$ cat src/rtl/axi_stream_mux_arbiter.sv
// Packet-aware round-robin arbiter that drives the select address of a registered 8:1
// AXI-stream mux. It holds each grant for a whole packet, then idles for a drain gap.
module axi_stream_mux_arbiter #(
    parameter int unsigned N_INPUTS     = 8,
    parameter int unsigned ADDR_WIDTH   = 3,
    parameter int unsigned PACKET_MODE  = 1,
    parameter int unsigned SWITCH_GAP   = 2,
    parameter int unsigned HOLD_TIMEOUT = 1024
) (
    input  logic                  clock,
    input  logic                  reset,
    input  logic                  enable,
    input  logic [N_INPUTS-1:0]   request,
    input  logic                  beat_done,
    input  logic                  beat_last,
    output logic [ADDR_WIDTH-1:0] address,
    output logic                  grant_valid,
    output logic [N_INPUTS-1:0]   grant_onehot,
    output logic                  timeout_error
);

    localparam int unsigned GapWidth     = $clog2(SWITCH_GAP) + 1;
    localparam int unsigned TimeoutWidth = $clog2(HOLD_TIMEOUT) + 1;

    localparam logic [1:0] StIdle    = 2'd0;
    localparam logic [1:0] StGranted = 2'd1;
    localparam logic [1:0] StGap     = 2'd2;

    logic [1:0]              state_q, state_d;
    logic [ADDR_WIDTH-1:0]   address_q, address_d;
    logic                    grant_valid_q, grant_valid_d;
    logic [N_INPUTS-1:0]     grant_onehot_q, grant_onehot_d;
    logic                    timeout_error_q, timeout_error_d;
    logic [ADDR_WIDTH-1:0]   last_grant_q, last_grant_d;
    logic [GapWidth-1:0]     gap_cnt_q, gap_cnt_d;
    logic [TimeoutWidth-1:0] hold_cnt_q, hold_cnt_d;

    logic                    found;
    logic [ADDR_WIDTH-1:0]   winner;
    int unsigned             idx;
    logic                    release_ok;
    logic                    timeout_hit;

    // Round-robin search starting just after the last granted stream, so it is searched last.
    always_comb begin
        found  = 1'b0;
        winner = last_grant_q;
        idx    = 0;
        for (int unsigned i = 1; i <= N_INPUTS; i++) begin
            idx = int'(last_grant_q) + i;
            if (idx >= N_INPUTS) begin
                idx = idx - N_INPUTS;
            end
            if (!found && request[idx]) begin
                found  = 1'b1;
                winner = ADDR_WIDTH'(idx);
            end
        end
    end

    always_comb begin
        state_d         = state_q;
        address_d       = address_q;
        grant_valid_d   = grant_valid_q;
        grant_onehot_d  = grant_onehot_q;
        timeout_error_d = 1'b0;
        last_grant_d    = last_grant_q;
        gap_cnt_d       = gap_cnt_q;
        hold_cnt_d      = hold_cnt_q;
        release_ok      = beat_done && (beat_last || (PACKET_MODE == 0));
        timeout_hit     = !beat_done && (hold_cnt_q == TimeoutWidth'(HOLD_TIMEOUT - 1));

        case (state_q)
            StIdle: begin
                if (enable && found) begin
                    address_d      = winner;
                    grant_onehot_d = N_INPUTS'(1) << winner;
                    grant_valid_d  = 1'b1;
                    last_grant_d   = winner;
                    hold_cnt_d     = '0;
                    state_d        = StGranted;
                end
            end
            StGranted: begin
                hold_cnt_d = beat_done ? '0 : hold_cnt_q + TimeoutWidth'(1);
                // A completing beat takes priority over a coincident timeout.
                if (release_ok || timeout_hit) begin
                    grant_valid_d   = 1'b0;
                    grant_onehot_d  = '0;
                    timeout_error_d = timeout_hit && !release_ok;
                    hold_cnt_d      = '0;
                    if (SWITCH_GAP == 0) begin
                        state_d = StIdle;
                    end else begin
                        state_d   = StGap;
                        gap_cnt_d = GapWidth'(SWITCH_GAP);
                    end
                end
            end
            StGap: begin
                if (gap_cnt_q != '0) begin
                    gap_cnt_d = gap_cnt_q - GapWidth'(1);
                end
                if (gap_cnt_q <= GapWidth'(1)) begin
                    state_d = StIdle;
                end
            end
            default: begin
                state_d = StIdle;
            end
        endcase
    end

    always_ff @(posedge clock or negedge reset) begin
        if (!reset) begin
            state_q         <= StIdle;
            address_q       <= '0;
            grant_valid_q   <= 1'b0;
            grant_onehot_q  <= '0;
            timeout_error_q <= 1'b0;
            last_grant_q    <= ADDR_WIDTH'(N_INPUTS - 1);
            gap_cnt_q       <= '0;
            hold_cnt_q      <= '0;
        end else begin
            state_q         <= state_d;
            address_q       <= address_d;
            grant_valid_q   <= grant_valid_d;
            grant_onehot_q  <= grant_onehot_d;
            timeout_error_q <= timeout_error_d;
            last_grant_q    <= last_grant_d;
            gap_cnt_q       <= gap_cnt_d;
            hold_cnt_q      <= hold_cnt_d;
        end
    end

    assign address       = address_q;
    assign grant_valid   = grant_valid_q;
    assign grant_onehot  = grant_onehot_q;
    assign timeout_error = timeout_error_q;

endmodule
$ cat config.mk
export PLATFORM = sky130hd
export DESIGN_NAME = axi_stream_mux_arbiter
export DESIGN_NICKNAME = d
export VERILOG_FILES = /design/src/rtl/axi_stream_mux_arbiter.sv
export SDC_FILE = /design/constraint.sdc
export NUM_CORES = 1
export LEC_CHECK = 0
export CORE_MARGIN = 1
export CORE_UTILIZATION = 55
export CTS_CLUSTER_SIZE = 20
export DETAILED_ROUTE_END_ITERATION = 8
export GPL_TIMING_DRIVEN = 0
export PLACE_DENSITY = 0.78
export SKIP_LAST_GASP = 1
export SLEW_MARGIN = 20
export SYNTH_ARGS = -nofsm -noshare
export SYNTH_HDL_FRONTEND = slang
export SYNTH_SLANG_ARGS = --single-unit
$ cat constraint.sdc
create_clock -name clock -period 4.6 [get_ports clock]
set_input_delay 0.46 -clock clock [delete_from_list [all_inputs] [get_ports clock]]
set_output_delay 0.46 -clock clock [all_outputs]
set_load 0.02 [all_outputs]
==> results of run 1 <==
[cell type report]
| cell class | instances | share of cell area (%) |
|---|---|---|
| multi-input cells | 208 | 55.30 |
| flip-flops and latches | 31 | 26.85 |
| repair buffers | 25 | 8.448 |
| plain buffers | 15 | 2.974 |
| clock buffers | 6 | 2.845 |
| well taps | 52 | 2.241 |
| inverters | 8 | 1.164 |
| clock inverters | 1 | 0.1724 |
[worst min path at each step]
stage | slack [ns] | startpoint | to | cells past startpoint
2_1_floorplan | 0.16 | reset | address[0] | 0
3_3_place_gp | 0.46 | address[0] | address[0] | 2
3_5_place_dp | 0.47 | hold_cnt_q[10] | hold_cnt_q[10] | 1
4_1_cts | 0.24 | reset | address[0] | 1
5_1_grt | 0.27 | reset | address[2] | 1
6_report | 0.21 | reset | grant_valid | 1
[power by group]
group          internal [µW]  switching [µW]
logic                    668             977
clock network            117             102
registers                354            57.9
total                   1140            1140
[registers in the layout, indices dropped and copies added (netlist names)]
| register | flops |
|---|---|
| address | 3 |
| gap_cnt_q | 2 |
| grant_onehot | 8 |
| grant_valid | 1 |
| hold_cnt_q | 11 |
| last_grant_q | 3 |
| state_q | 2 |
| timeout_error | 1 |
[worst max-delay path: stages, from the launching register on]
cell        delay, ns
dfstp_2          0.60
clkbuf_4         0.29
clkinvlp_4       0.23
ha_1             0.32
buf_2            0.23
mux4_2           0.41
or2_2            0.33
or4b_1           0.49
buf_2            0.17
nor3_1           0.27
a31oi_1          0.13
a21o_1           0.26
o41ai_1          0.35
[routing by layer]
metal	vias to the layer above	GRT usage [%]	routed length [µm]
li1	1081	-	-
met1	1143	37.69	2753
met2	38	42.93	3009
met3	9	4.360	172
met4	0	9.977	104
met5	-	0	0
[stage by stage]
| stage | setup TNS, ns | setup WS [ns] | util, % | cells | power, µW |
|---|---|---|---|---|---|
| floorplan | 0 | 0.7387 | - | 262 | 1635 |
| global route | 0 | 0.1127 | 66.67 | 346 | 2468 |
| CTS | 0 | 0.08910 | 66.41 | 346 | 2252 |
| detailed placement | -0.7060 | -0.09298 | 64.31 | 339 | 2026 |
| global placement | -0.4549 | -0.07863 | 64.43 | 339 | 1993 |
| finish | 0 | 0.3877 | 66.67 | 346 | 2277 |
[repair_timing]
action / in CTS / in global routing
resized for setup: 1 / 5
setup buffers: 0 / 0
cloned: 0 / 0
endpoints found under the setup margin: 10 / 13
hold buffers: 0 / 0
[cell families (layout without fill, tap and decap cells)]
| kind of cell | count (synthesis) | count (layout) | synth area share [%] |
|---|---|---|---|
| compound gates | 85 | 85 | 24.27 |
| xor+xnor | 8 | 8 | 2.814 |
| fa+ha+maj | 5 | 5 | 2.513 |
| buf+inv | 23 | 55 | 4.522 |
| flops | 31 | 31 | 31.31 |
| mux | 30 | 30 | 17.89 |
| simple gates | 80 | 80 | 16.68 |
[cell usage in the layout, fill, tap and decap left out, drive strengths merged, types with 2 or more instances in the layout]
cell type | synthesis | layout
clkbuf | 9 | 16
nand2 | 20 | 20
buf | 6 | 6
nor4b | 2 | 2
nand4b | 2 | 2
o22ai | 3 | 3
dfrtp | 28 | 28
o31ai | 15 | 15
xor2 | 3 | 3
mux4 | 11 | 11
nor2b | 10 | 10
a21oi | 11 | 11
mux2 | 6 | 6
clkdlybuf4s50 | 0 | 24
and3 | 3 | 3
nand3 | 9 | 9
nor2 | 14 | 14
nor4 | 2 | 2
o2bb2ai | 2 | 2
or3 | 2 | 2
inv | 7 | 7
or2 | 2 | 2
nand2b | 4 | 4
ha | 5 | 5
o41ai | 9 | 9
dfstp | 3 | 3
nor3 | 8 | 8
mux2i | 13 | 13
o31a | 2 | 2
a21o | 2 | 2
o211ai | 5 | 5
xnor2 | 5 | 5
a31oi | 3 | 3
o21ai | 22 | 22
==> impl_metrics.yaml, run 1 <==
placed_design:
  placed_area_mm2: 0.002800
  place_congestion: 0.8523
  hpwl_um: 4432
  port_buffers: 25
timing:
  maxSlewViolCount: 0
  relSlewSlack_pct: 54.29
  hold_viol: 0
  rsz0062_at_grt: "no"
  finalSetupViolCount: 0
  period_share_pct: 91.57
  final.setup_skew_ns: 0.003129
  whs_ns: 0.2112
  period_needed_ns: 4.212
  tightestPinTransition_ns: 0.6857
  fmax_mhz: 237.4
clock_network:
  cts_tree: "done"
  cts-root-buf: "clkbuf_8"
  cts.sink_count: 31
  cts_buffers: 5
  cts_max_level: 2
  clk-insertion-delay-late_ns: 0.28
  cts.clk_slew.worst_paths_ns: 0.06
  cts.path.max_buffers: 2
worst_setup_path:
  endpoint: "grant_onehot[0]"
  cp_max_fo: 10
  worstReg2RegEnd: "grant_onehot[0]"
  crit_arrival_ns: 4.38
  r2r-start: "last_grant_q[0]"
  end_kind: "flip-flop"
  reg2reg_slack_ns: 0.39
  worst_ep_required_time_ns: 4.77
  setup.worst_path.start_class: "flip-flop"
  path_class: "flip-flop to flip-flop"
  crit_path_start: "last_grant_q[0]"
  r2r_cells: 12
synth:
  yosysWarnings: 0
  synthesis.instances: 262
  synth_area_per_cell_um2: 9.503
  yosysTopAreaCell: "dfrtp_1"
  synth_commonest_cells: "dfrtp_1 (28), o21ai_0 (22), nand2_1 (20), o31ai_1 (15), nor2_1 (14)"
  ys_async_sr_fraction_pct: 100.0
  ys_ff_latch: 31
  synth.distinct_cells: 51
  synth_top_area_share_pct: 28.14
  yosys-top-cells-area: "dfrtp_1 (28%), mux4_2 (9.9%), mux2i_1 (5.2%), o31ai_1 (4.5%), o21ai_0 (4.4%)"
  synth_edf_count: 0
  synth_most_common_cell: "dfrtp_1"
  yosysSeqAreaShare_pct: 31.31
  syn_area_mm2: 0.002490
  synth_ff_type: "dfrtp_1"
  syn-num-nets: 280
hold_path:
  hp-class: "input pin to asynchronous set/reset pin"
route:
  wirelength_um: 6039
  drc_errors: 0
  vias: 2271
  drt_iter0_markers: 155
  ant_nets: 0
  vias_per_cell: 6.564
  dr.pass1.iters: 4
  post_drt_wl_per_cell_um: 17.45
floorplan:
  dieArea_mm2: 0.004800
  die_x_um: 69.29
  row_count: 24
  io_pins: 26
  fp.dieH_um: 69.29
  start_util_pct: 57.18
  fp.coreArea_mm2: 0.004354
layout:
  layout-drive-gt1-share_pct: 14.63
  diodes: 0
  seq_area_um2: 779.5
  area_growth_pct: 16.58
  design_area_mm2: 0.002903
  fillers: 382
  multi_input_area_mm2: 0.001605
  layout.nets: 312
global_route:
  gr-total-overflow: 0
  grt_max_degree: 32
  grt_pass1_wl_um: 10530
  grt_pass1_vias: 2226
  grt_use_total_pct: 27.14
  antenna_found_initial: 0
status:
  outcome: "completed"
power:
  p_leak_uw: 0.001181
  power_per_cell_area_mw_per_mm2: 784.5
  vdd_drop_max_mv: 0.2697
flow_run:
  max_cap_violations: 0
No activity file was read; power rests on OpenSTA's default activity.
==> run 2: changes to the inputs <==
--- a/config.mk
+++ b/config.mk
@@ -5,12 +5,14 @@
 export SDC_FILE = /design/constraint.sdc
 export NUM_CORES = 1
 export LEC_CHECK = 0
+export CELL_PAD_IN_SITES_DETAIL_PLACEMENT = 1
+export CELL_PAD_IN_SITES_GLOBAL_PLACEMENT = 2
 export CORE_MARGIN = 1
-export CORE_UTILIZATION = 55
+export CORE_UTILIZATION = 36
 export CTS_CLUSTER_SIZE = 20
 export DETAILED_ROUTE_END_ITERATION = 8
 export GPL_TIMING_DRIVEN = 0
-export PLACE_DENSITY = 0.78
+export PLACE_DENSITY = 0.8
 export SKIP_LAST_GASP = 1
 export SLEW_MARGIN = 20
 export SYNTH_ARGS = -nofsm -noshare
==> impl_metrics.yaml, run 2 (synthesis results as in run 1) <==
clock_network:
  cts_max_level: 2
  cts_tree: "done"
  cts-root-buf: "clkbuf_8"
  cts.clk_slew.worst_paths_ns: 0.06
  clk-insertion-delay-late_ns: 0.28
  cts.path.max_buffers: 2
  post_cts_buffers: 0
  cts_buffers: 5
  cts.sink_count: 31
hold_path:
  min_delay_path_depth: 2
  hp-class: "flip-flop to flip-flop"
  worstHoldEndpoint: "address[1]"
  worst_hold_startpoint: "address[1]"
worst_setup_path:
  r2r_cells: 12
  path_common_cell: "buf_2"
  cp_cell_sequence: "clkbuf_4 > clkinvlp_4 > ha_1 > buf_2 > mux4_2 > or2_2 > or4b_1 > buf_2 > nor3_1 > a31oi_1 > a21o_1 > o41ai_1"
  worst_ep_required_time_ns: 4.77
  slowest_stage: "dfstp_2"
  crit_path_start: "last_grant_q[0]"
  worstReg2RegEnd: "grant_onehot[4]"
  reg2reg_slack_ns: 0.36
  crit_arrival_ns: 4.41
  max_stage_delay_ns: 0.60
  r2r-start: "last_grant_q[0]"
  cp_max_fo: 10
  setup.worst_path.start_class: "flip-flop"
  crit_buf_inv: 4
  path_delay_family: "simple AND/OR/NAND/NOR gates"
  path_class: "flip-flop to flip-flop"
  end_kind: "flip-flop"
timing:
  final.setup_skew_ns: 0.004190
  maxSlewViolCount: 0
  period_needed_ns: 4.240
  finalSetupViolCount: 0
  setup_ws_ns: 0.3597
  period_share_pct: 92.18
  relSlewSlack_pct: 49.99
  rsz0062_at_grt: "no"
  fmax_mhz: 235.8
  fin_tns_setup_ns: 0
  hold_viol: 0
  tightestPinTransition_ns: 0.7473
global_route:
  grt_pass1_wl_um: 12410
  grt_max_degree: 31
  grt_use_total_pct: 21.78
  gr-total-overflow: 0
  antenna_found_initial: 0
  grt_pass1_vias: 2401
layout:
  layout.nets: 314
  seq_area_um2: 779.5
  area_growth_pct: 18.79
  final_cells: 374
  diodes: 0
  layout-drive-gt1-share_pct: 14.48
  design_area_mm2: 0.002958
  largest_register_ffs: 11
  top_register: "hold_cnt_q"
  fillers: 758
  final_cell_mix: "dfrtp_1 (28), clkdlybuf4s50_1 (24), o21ai_0 (22), nand2_1 (20), o31ai_1 (15)"
  final_common_cell: "dfrtp_1"
  multi_input_area_mm2: 0.001605
floorplan:
  fp.coreArea_mm2: 0.006495
  start_util_pct: 38.34
  fp.dieH_um: 85.17
  dieArea_mm2: 0.007253
  io_pins: 26
  die_x_um: 85.17
  row_count: 29
power:
  power.internal_uw: 1133
  power_per_cell_area_mw_per_mm2: 791.0
  power.total_uw: 2340
  clock_power_share_pct: 8.8
  vdd_drop_max_mv: 0.2364
  switching_power_uw: 1207
  p_leak_uw: 0.001189
  power_frac_comb_pct: 73.6
  power_frac_seq_pct: 17.7
  swShare_pct: 51.57
status:
  outcome: "completed"
placed_design:
  place_ws_ns: -0.1765
  placed_area_mm2: 0.002851
  place_congestion: 0.7918
  place_inst: 365
  port_buffers: 25
  hpwl_um: 5480
route:
  vias_per_cell: 6.075
  ant_nets: 0
  vias: 2272
  wirelength_um: 7297
  drc_errors: 0
  drt_iter0_markers: 123
  dr.pass1.iters: 4
  post_drt_wl_per_cell_um: 19.51
flow_run:
  max_cap_violations: 0
==> run 2: changes by cell type in the layout (fill, tap and decap cells not counted), sizes merged <==
cell	change
buf	+1
clkbuf	+1
dlygate4sd3	+1
==> run 2: worst max path at each step <==
stage | endpoint | slack, ns | cells after the start
after floorplan | grant_onehot[3] | 0.74 | 11
after global placement | grant_onehot[4] | -0.15 | 12
after detailed placement | grant_onehot[4] | -0.18 | 12
after CTS | last_grant_q[1] | 0.03 | 12
after global routing | grant_onehot[4] | 0.05 | 12
final | grant_onehot[4] | 0.36 | 12
==> run 2: through the flow <==
step,util [%],hold WS (ns)
final,45.54,0.4751
after global routing,45.54,0.5192
after CTS,45.39,0.4841
after detailed placement,43.90,0.2593
after global placement,43.67,0.4622
after floorplan,-,0.1644
==> run 2: cell type report <==
class / instances / share of cell area (%)
multi-input cells: 208 / 54.27
flip-flops and latches: 31 / 26.35
repair buffers: 27 / 9.306
well taps: 77 / 3.257
plain buffers: 15 / 2.919
clock buffers: 7 / 2.580
inverters: 8 / 1.142
clock inverters: 1 / 0.1692
==> run 2: power by group through the flow <==
stage	Clock (µW)	Sequential (µW)	Combinational, µW
2_1_floorplan	0	442	1190
3_3_place_gp	0	414	1670
3_5_place_dp	0	418	1690
4_1_cts	210	415	1700
5_1_grt	221	425	1870
6_report	205	413	1720
==> run 2: per-layer routing <==
layer  track usage, %  wire length [µm]
met5                0                 0
met4            4.006                36
met3            3.502               190
met2            35.63              3449
met1            30.75              3620
==> run 2: timing repair <==
item | in CTS | in global routing
hold endpoints to repair | 1 | 0
endpoints found under the setup margin | 10 | 14
gates resized for setup | 2 | 3
pin swaps | 0 | 0
hold buffers | 1 | 0
==> run 2: worst min-delay path: cells and delay by family, from the launching register on <==
family | cells | cell delay, ns
simple gates | 1 | 0.04
compound gates | 1 | 0.06
flops | 1 | 0.34
